==> src/rtl/lights_pkg.sv <==
// lights_pkg: shared encodings for the lights sequencer.
// Mode, colour and state types plus the colour step function.
package lights_pkg;

  localparam logic [1:0] MODE_HOLD  = 2'b00;
  localparam logic [1:0] MODE_AUTO  = 2'b01;
  localparam logic [1:0] MODE_STEP  = 2'b10;
  localparam logic [1:0] MODE_CLEAR = 2'b11;

  localparam logic [2:0] COL_FIRST = 3'b001;
  localparam logic [2:0] COL_LAST  = 3'b110;

  typedef enum logic [2:0] {
    ST_IDLE,
    ST_WAIT,
    ST_PULSE,
    ST_CHECK,
    ST_CLR
  } state_t;

  // Which service started the current sequence.
  typedef enum logic [1:0] {
    PATH_AUTO,
    PATH_STEP,
    PATH_CLR
  } path_t;

  function automatic logic [2:0] col_next(input logic [2:0] c);
    return (c == COL_LAST) ? COL_FIRST : c + 3'd1;
  endfunction

  function automatic logic col_bad(input logic [2:0] c);
    return (c == 3'b000) || (c == 3'b111);
  endfunction

endpackage

==> src/rtl/lights_sequencer_if.sv <==
// lights_sequencer_if: step request valid/ready handshake.
// master issues counted step requests, slave accepts them.
interface lights_sequencer_if;

  logic       step_valid;
  logic [2:0] step_count;
  logic       step_ready;

  modport master (
    output step_valid,
    output step_count,
    input  step_ready
  );

  modport slave (
    input  step_valid,
    input  step_count,
    output step_ready
  );

endinterface

==> src/rtl/lights_dwell_timer.sv <==
// lights_dwell_timer: loadable down-counter for the AUTO dwell.
// A load of 0 is promoted to 1; expire is high when the count is 1.
module lights_dwell_timer #(
  parameter int DWELL_W = 8
) (
  input  logic               clk,
  input  logic               rst,
  input  logic               load,
  input  logic               dec,
  input  logic [DWELL_W-1:0] value,
  output logic               expire
);

  logic [DWELL_W-1:0] cnt;

  always_ff @(posedge clk) begin
    if (!rst) begin
      cnt <= '0;
    end else if (load) begin
      cnt <= (value == '0) ? DWELL_W'(1) : value;
    end else if (dec && cnt != '0) begin
      cnt <= cnt - DWELL_W'(1);
    end
  end

  assign expire = (cnt == DWELL_W'(1));

endmodule

==> src/rtl/lights_sequencer.sv <==
// lights_sequencer: hold / auto / step / clear controller for lights.
// Define LIGHTS_SEQ_CHECK_EN to compile in the colour self-check.
module lights_sequencer
  import lights_pkg::*;
#(
  parameter int DWELL_W = 8
) (
  input  logic               clk,
  input  logic               rst,
  input  logic [1:0]         mode,
  input  logic [DWELL_W-1:0] dwell,
  lights_sequencer_if.slave  step,
  input  logic [2:0]         colour,
  output logic               light_button,
  output logic               light_rst,
  output logic               busy,
  output logic               done,
  output logic               err
);

  state_t     state;
  path_t      path;
  logic [2:0] exp;
  logic [2:0] rem;
  logic       ready_q;
  logic       fin;
  logic       t_load;
  logic       t_dec;
  logic       t_expire;

  // fin marks the cycle in which an advance or clear resolves.
`ifdef LIGHTS_SEQ_CHECK_EN
  logic err_q;
  assign fin = (state == ST_CHECK);
  assign err = err_q;
`else
  wire unused_colour = ^colour;
  assign fin = (state == ST_PULSE) || (state == ST_CLR);
  assign err = 1'b0;
`endif

  assign step.step_ready = ready_q;

  assign t_load = (state == ST_IDLE && mode == MODE_AUTO) ||
                  (fin && path == PATH_AUTO);
  assign t_dec  = (state == ST_WAIT) && (mode == MODE_AUTO) &&
                  !t_expire;

  lights_dwell_timer #(
    .DWELL_W (DWELL_W)
  ) u_timer (
    .clk    (clk),
    .rst    (rst),
    .load   (t_load),
    .dec    (t_dec),
    .value  (dwell),
    .expire (t_expire)
  );

  always_ff @(posedge clk) begin
    if (!rst) begin
      state        <= ST_IDLE;
      path         <= PATH_STEP;
      exp          <= COL_FIRST;
      rem          <= '0;
      ready_q      <= 1'b0;
      light_button <= 1'b0;
      light_rst    <= 1'b1;
      busy         <= 1'b0;
      done         <= 1'b0;
`ifdef LIGHTS_SEQ_CHECK_EN
      err_q        <= 1'b0;
`endif
    end else begin
      light_button <= 1'b0;
      light_rst    <= 1'b0;
      done         <= 1'b0;
      if (state == ST_PULSE) exp <= col_next(exp);
      if (state == ST_CLR)   exp <= COL_FIRST;
`ifdef LIGHTS_SEQ_CHECK_EN
      if (state == ST_CHECK &&
          (colour != exp || col_bad(colour)))
        err_q <= 1'b1;
`endif
      unique case (1'b1)
        state == ST_IDLE: begin
          busy    <= 1'b0;
          ready_q <= (mode == MODE_STEP);
          unique case (mode)
            MODE_HOLD: ;
            MODE_AUTO: begin
              path    <= PATH_AUTO;
              state   <= ST_WAIT;
              busy    <= 1'b1;
              ready_q <= 1'b0;
            end
            MODE_STEP: begin
              if (step.step_valid && ready_q) begin
                rem <= step.step_count;
                if (step.step_count == 3'd0) begin
                  done <= 1'b1;
                end else begin
                  path         <= PATH_STEP;
                  state        <= ST_PULSE;
                  light_button <= 1'b1;
                  busy         <= 1'b1;
                  ready_q      <= 1'b0;
                end
              end
            end
            MODE_CLEAR: begin
              path      <= PATH_CLR;
              state     <= ST_CLR;
              light_rst <= 1'b1;
              busy      <= 1'b1;
              ready_q   <= 1'b0;
            end
          endcase
        end
        state == ST_WAIT: begin
          if (mode == MODE_CLEAR) begin
            path      <= PATH_CLR;
            state     <= ST_CLR;
            light_rst <= 1'b1;
          end else if (mode != MODE_AUTO) begin
            state   <= ST_IDLE;
            busy    <= 1'b0;
            ready_q <= (mode == MODE_STEP);
          end else if (t_expire) begin
            state        <= ST_PULSE;
            light_button <= 1'b1;
          end
        end
        fin: begin
          unique case (path)
            PATH_AUTO: state <= ST_WAIT;
            PATH_STEP: begin
              if (rem == 3'd1) begin
                rem     <= '0;
                done    <= 1'b1;
                state   <= ST_IDLE;
                busy    <= 1'b0;
                ready_q <= (mode == MODE_STEP);
              end else begin
                rem          <= rem - 3'd1;
                state        <= ST_PULSE;
                light_button <= 1'b1;
              end
            end
            default: begin
              done    <= 1'b1;
              state   <= ST_IDLE;
              busy    <= 1'b0;
              ready_q <= (mode == MODE_STEP);
            end
          endcase
        end
        default: begin
`ifdef LIGHTS_SEQ_CHECK_EN
          state <= ST_CHECK;
`else
          state <= ST_IDLE;
          busy  <= 1'b0;
`endif
        end
      endcase
    end
  end

endmodule

==> src/flat_wrapper.sv <==
// flat-port wrapper written by rule: the top's interface ports become plain ports
module lights_sequencer_flat import lights_pkg::*;
#(
  parameter int DWELL_W = 8
)
  (clk, rst, mode, dwell, colour, light_button, light_rst, busy, done, err, step_step_valid, step_step_count, step_step_ready);
  lights_sequencer_if step_i ();
  input  logic clk;
  input  logic rst;
  input  logic [1:0] mode;
  input  logic [DWELL_W-1:0] dwell;
  input  logic [2:0] colour;
  output logic light_button;
  output logic light_rst;
  output logic busy;
  output logic done;
  output logic err;
  input wire logic [$bits(step_i.step_valid)-1:0] step_step_valid;
  input wire logic [$bits(step_i.step_count)-1:0] step_step_count;
  output wire logic [$bits(step_i.step_ready)-1:0] step_step_ready;
  assign step_i.step_valid = step_step_valid;
  assign step_i.step_count = step_step_count;
  assign step_step_ready = step_i.step_ready;
  lights_sequencer #(.DWELL_W(DWELL_W)) u_core (.clk(clk), .rst(rst), .mode(mode), .dwell(dwell), .step(step_i), .colour(colour), .light_button(light_button), .light_rst(light_rst), .busy(busy), .done(done), .err(err));
endmodule
==> config.mk <==
export PLATFORM = sky130hd
export DESIGN_NAME = lights_sequencer_flat
export DESIGN_NICKNAME = d
export VERILOG_FILES = /design/src/rtl/lights_pkg.sv /design/src/rtl/lights_sequencer_if.sv /design/src/rtl/lights_dwell_timer.sv /design/src/rtl/lights_sequencer.sv /design/src/flat_wrapper.sv
export SDC_FILE = /design/constraint.sdc
export NUM_CORES = 1
export LEC_CHECK = 0
export CAP_MARGIN = 40
export CORE_UTILIZATION = 52
export DETAILED_ROUTE_END_ITERATION = 10
export GPL_TIMING_DRIVEN = 0
export PLACE_DENSITY = 0.79
export SETUP_SLACK_MARGIN = 0.4
export SYNTH_ARGS = -nofsm -noshare
export SYNTH_HDL_FRONTEND = slang
export SYNTH_SLANG_ARGS = --single-unit
==> constraint.sdc <==
create_clock -name clk -period 2 [get_ports clk]
set_input_delay 0.2 -clock clk [delete_from_list [all_inputs] [get_ports clk]]
set_output_delay 0.2 -clock clk [all_outputs]
set_load 0.02 [all_outputs]
==> impl_metrics.ini <==
[outcome]
status = complete, no violations

[power_and_ir_drop]
power.total_mw = 1.06
p_seq_share_pct = 45.7
comb_power_share_pct = 34.1
powerDensity_mw_per_mm2 = 586
ir_worst_vdd_mv = 0.376
power.leakage_nw = 0.665
netSwitchingFraction_pct = 34.3
p_int_uw = 700
clkPwrFrac_pct = 20.2
switchingPower_uw = 365

[worst_setup_path]
r2r_setup_slack_ns = 0.43
end_kind = flop
worst_setup_path_start_kind = flop
crit_start = u_core.u_timer.cnt[1]
r2r-start = u_core.u_timer.cnt[1]
required_ns = 2.19
worstPathArrival_ns = 1.76
r2r_end = u_core.u_timer.cnt[1]
path_max_fanout = 4
critPathKind = reg -> reg
ff2ff_path_depth = 7

[global_routing]
track_usage_pct = 25.4
antenna_found_initial = 0
grt_pass1_wl_um = 5360
grt_pass1_vias = 1223
grt_max_degree = 13
grt_remaining_overflow = 0

[final_layout]
n_fill_cell = 207
fin_area_mm2 = 0.00182
syn_to_final_growth_pct = 28.7
final_cell_mix = 18 x clkdlybuf4s50_1, 14 x nand2_1, 13 x nor2_1, 13 x a21oi_1, 13 x dfxtp_1
seq_area_um2 = 433
multi_input_area_um2 = 981
final_common_cell = clkdlybuf4s50_1
n_antenna_cell = 0
fin_util_pct = 72.1
drive_gt1_share_pct = 27.0
nets = 210

[route]
first_pass_iters = 4
vias_per_cell = 5.99
postRouteAntennaNets = 0
drc_errors = 0
vias = 1288
drt_iter0_markers = 43
wirelength_um = 3310
wl_per_cell_um = 15.4

[sta]
finalCriticalPeriod_ns = 1.57
fin_skew_ns = 0.00492
fmax_mhz = 635
relSlewSlack_pct = 63.2
finalSetupViolCount = 0
timing.setup.tns_ns = 0
slew_violations = 0
finalHoldViolations = 0
rsz0062_at_grt = yes
post-route-period-util_pct = 78.7
tightestPinTransition_ns = 0.552

[clocking]
htreeDepth = 1
path_clk_slew_ns = 0.13
cts_sinks = 21
cts_tree = built
clk_path_buf_depth = 2
cts-root-buf = clkbuf_4
clkLatencyLatePin_ns = 0.31
cts_buffers = 3

[synth]
ys_seq_area_share_pct = 29.8
yosys.area.top_type_share_pct = 29.8
synthesis.area_mm2 = 0.00141
ys_types = 52
ys_warn_count = 0
synthTopCellsByArea = dfxtp_1 30%, a21oi_1 4.6%, ha_1 4.4%
syn_area_per_cell_um2 = 9.06
synth_edf_count = 0
synthCells = 156
synth_ff_type = dfxtp_1
synth-async-reset-ratio_pct = 0
synth_top_cell_by_area = dfxtp_1
syn-num-nets = 180
ys_seq_elements = 21

[placement]
numPortBuffers = 20
gp_congestion = 0.828
placed_cell_area_mm2 = 0.00165
hpwl_um = 2400

[floorplanning]
fp.dieW_um = 54.1
dieArea_mm2 = 0.00293
initial_core_util_pct = 56.0
fp.coreArea_mm2 = 0.00252
dieHeight_um = 54.1
fp-row-count = 18
pin_count = 25

[worst_hold_path]
hp-start = mode[1]
whs_endpoint = u_core.state[2]
hold_depth = 3
hold_path_class = in -> reg

[flow_run]
max_cap_viol_count = 0
[state kept, by name, summed over array words and instances (netlist names)]
register	cells
u_core.busy	1
u_core.done	1
u_core.light_button	1
u_core.light_rst	1
u_core.path	2
u_core.rem	3
u_core.state	3
u_core.step.step_ready	1
u_core.u_timer.cnt	8
[through the flow]
step	setup WS, ns	hold WS [ns]	std cells
CTS	0.402	0.473	212
finish	0.426	0.307	215
global route	0.337	0.320	215
detailed placement	0.0689	0.494	206
global placement	0.0950	0.481	206
floorplan	0.525	0.271	156
[cells in the mapped netlist, drive strengths merged (2+ instances only)]
cell      n
nor3      9
mux2i     2
ha        5
a22oi     3
a21oi    15
a31oi     6
nand3b    2
or3       5
o31a      2
nor2b     2
nor4      4
nand2    14
a2bb2oi   2
o311a     2
nand2b    3
nand3     4
o211ai    2
dfxtp    21
a221oi    3
o21ai     5
a21o      2
buf       5
nor2     15
inv       7
[per-layer routing]
metal / vias to the layer above / part of all wire [%] / track usage, %
met2: 41 / 48 / 40.4
met4: 0 / 1.1 / 10.3
met1: 602 / 45 / 34.8
met5: - / 0 / 0
li1: 641 / - / -
met3: 4 / 5.5 / 2.54
[power by group through the flow]
stage | clock [mW] | sequential [mW] | combinational (mW)
global route | 0.231 | 0.491 | 0.398
CTS | 0.228 | 0.479 | 0.328
detailed placement | 0 | 0.489 | 0.312
floorplan | 0 | 0.489 | 0.219
finish | 0.215 | 0.487 | 0.363
global placement | 0 | 0.486 | 0.308
[layout make-up]
type                       count  share of cell area, %
sequential                    21                   23.8
multi-input combinational    122                   54.0
clock buffer                   3                   1.24
clock inverter                 1                  0.275
buffer                         6                   3.85
tap                           30                   2.06
timing repair buffer          25                   13.4
inverter                       7                   1.45
[repair_timing]
action,in CTS,in global routing
endpoints found under the hold margin,0,0
setup buffers,2,3
gates resized for setup,7,22
endpoints found under the setup margin,7,13
pin swaps,5,10
hold buffers,0,0
[how the worst max path moves through the flow]
stage	endpoint	slack [ns]	cells after the start
finish	u_core.u_timer.cnt[1]	0.43	7
global route	u_core.u_timer.cnt[1]	0.34	7
CTS	u_core.u_timer.cnt[6]	0.40	5
detailed placement	u_core.u_timer.cnt[6]	0.07	5
global placement	u_core.u_timer.cnt[6]	0.1	5
floorplan	u_core.u_timer.cnt[5]	0.53	7
[kinds of logic (layout without fill, tap and decap cells)]
group	after synthesis	in the layout	synth area share (%)
AOI/OAI and AO/OA	49	49	26.0
xor gates and xnor gates	2	2	3.90
adders and majority gates	5	5	4.43
buffers and inverters	13	42	6.02
DFF	21	21	29.8
muxes	2	2	1.42
other	1	1	0.265
and+or+nand+nor	63	63	28.3
[critical path, cell delays in order (launching register included)]
cell and delay, ns:
dfxtp_2 0.36, inv_2 0.10, ha_4 0.15, nor2_2 0.05
nor3b_4 0.27, a21o_1 0.26, a2bb2oi_1 0.19, a21oi_1 0.08
Power figures use the tool's default switching activity.
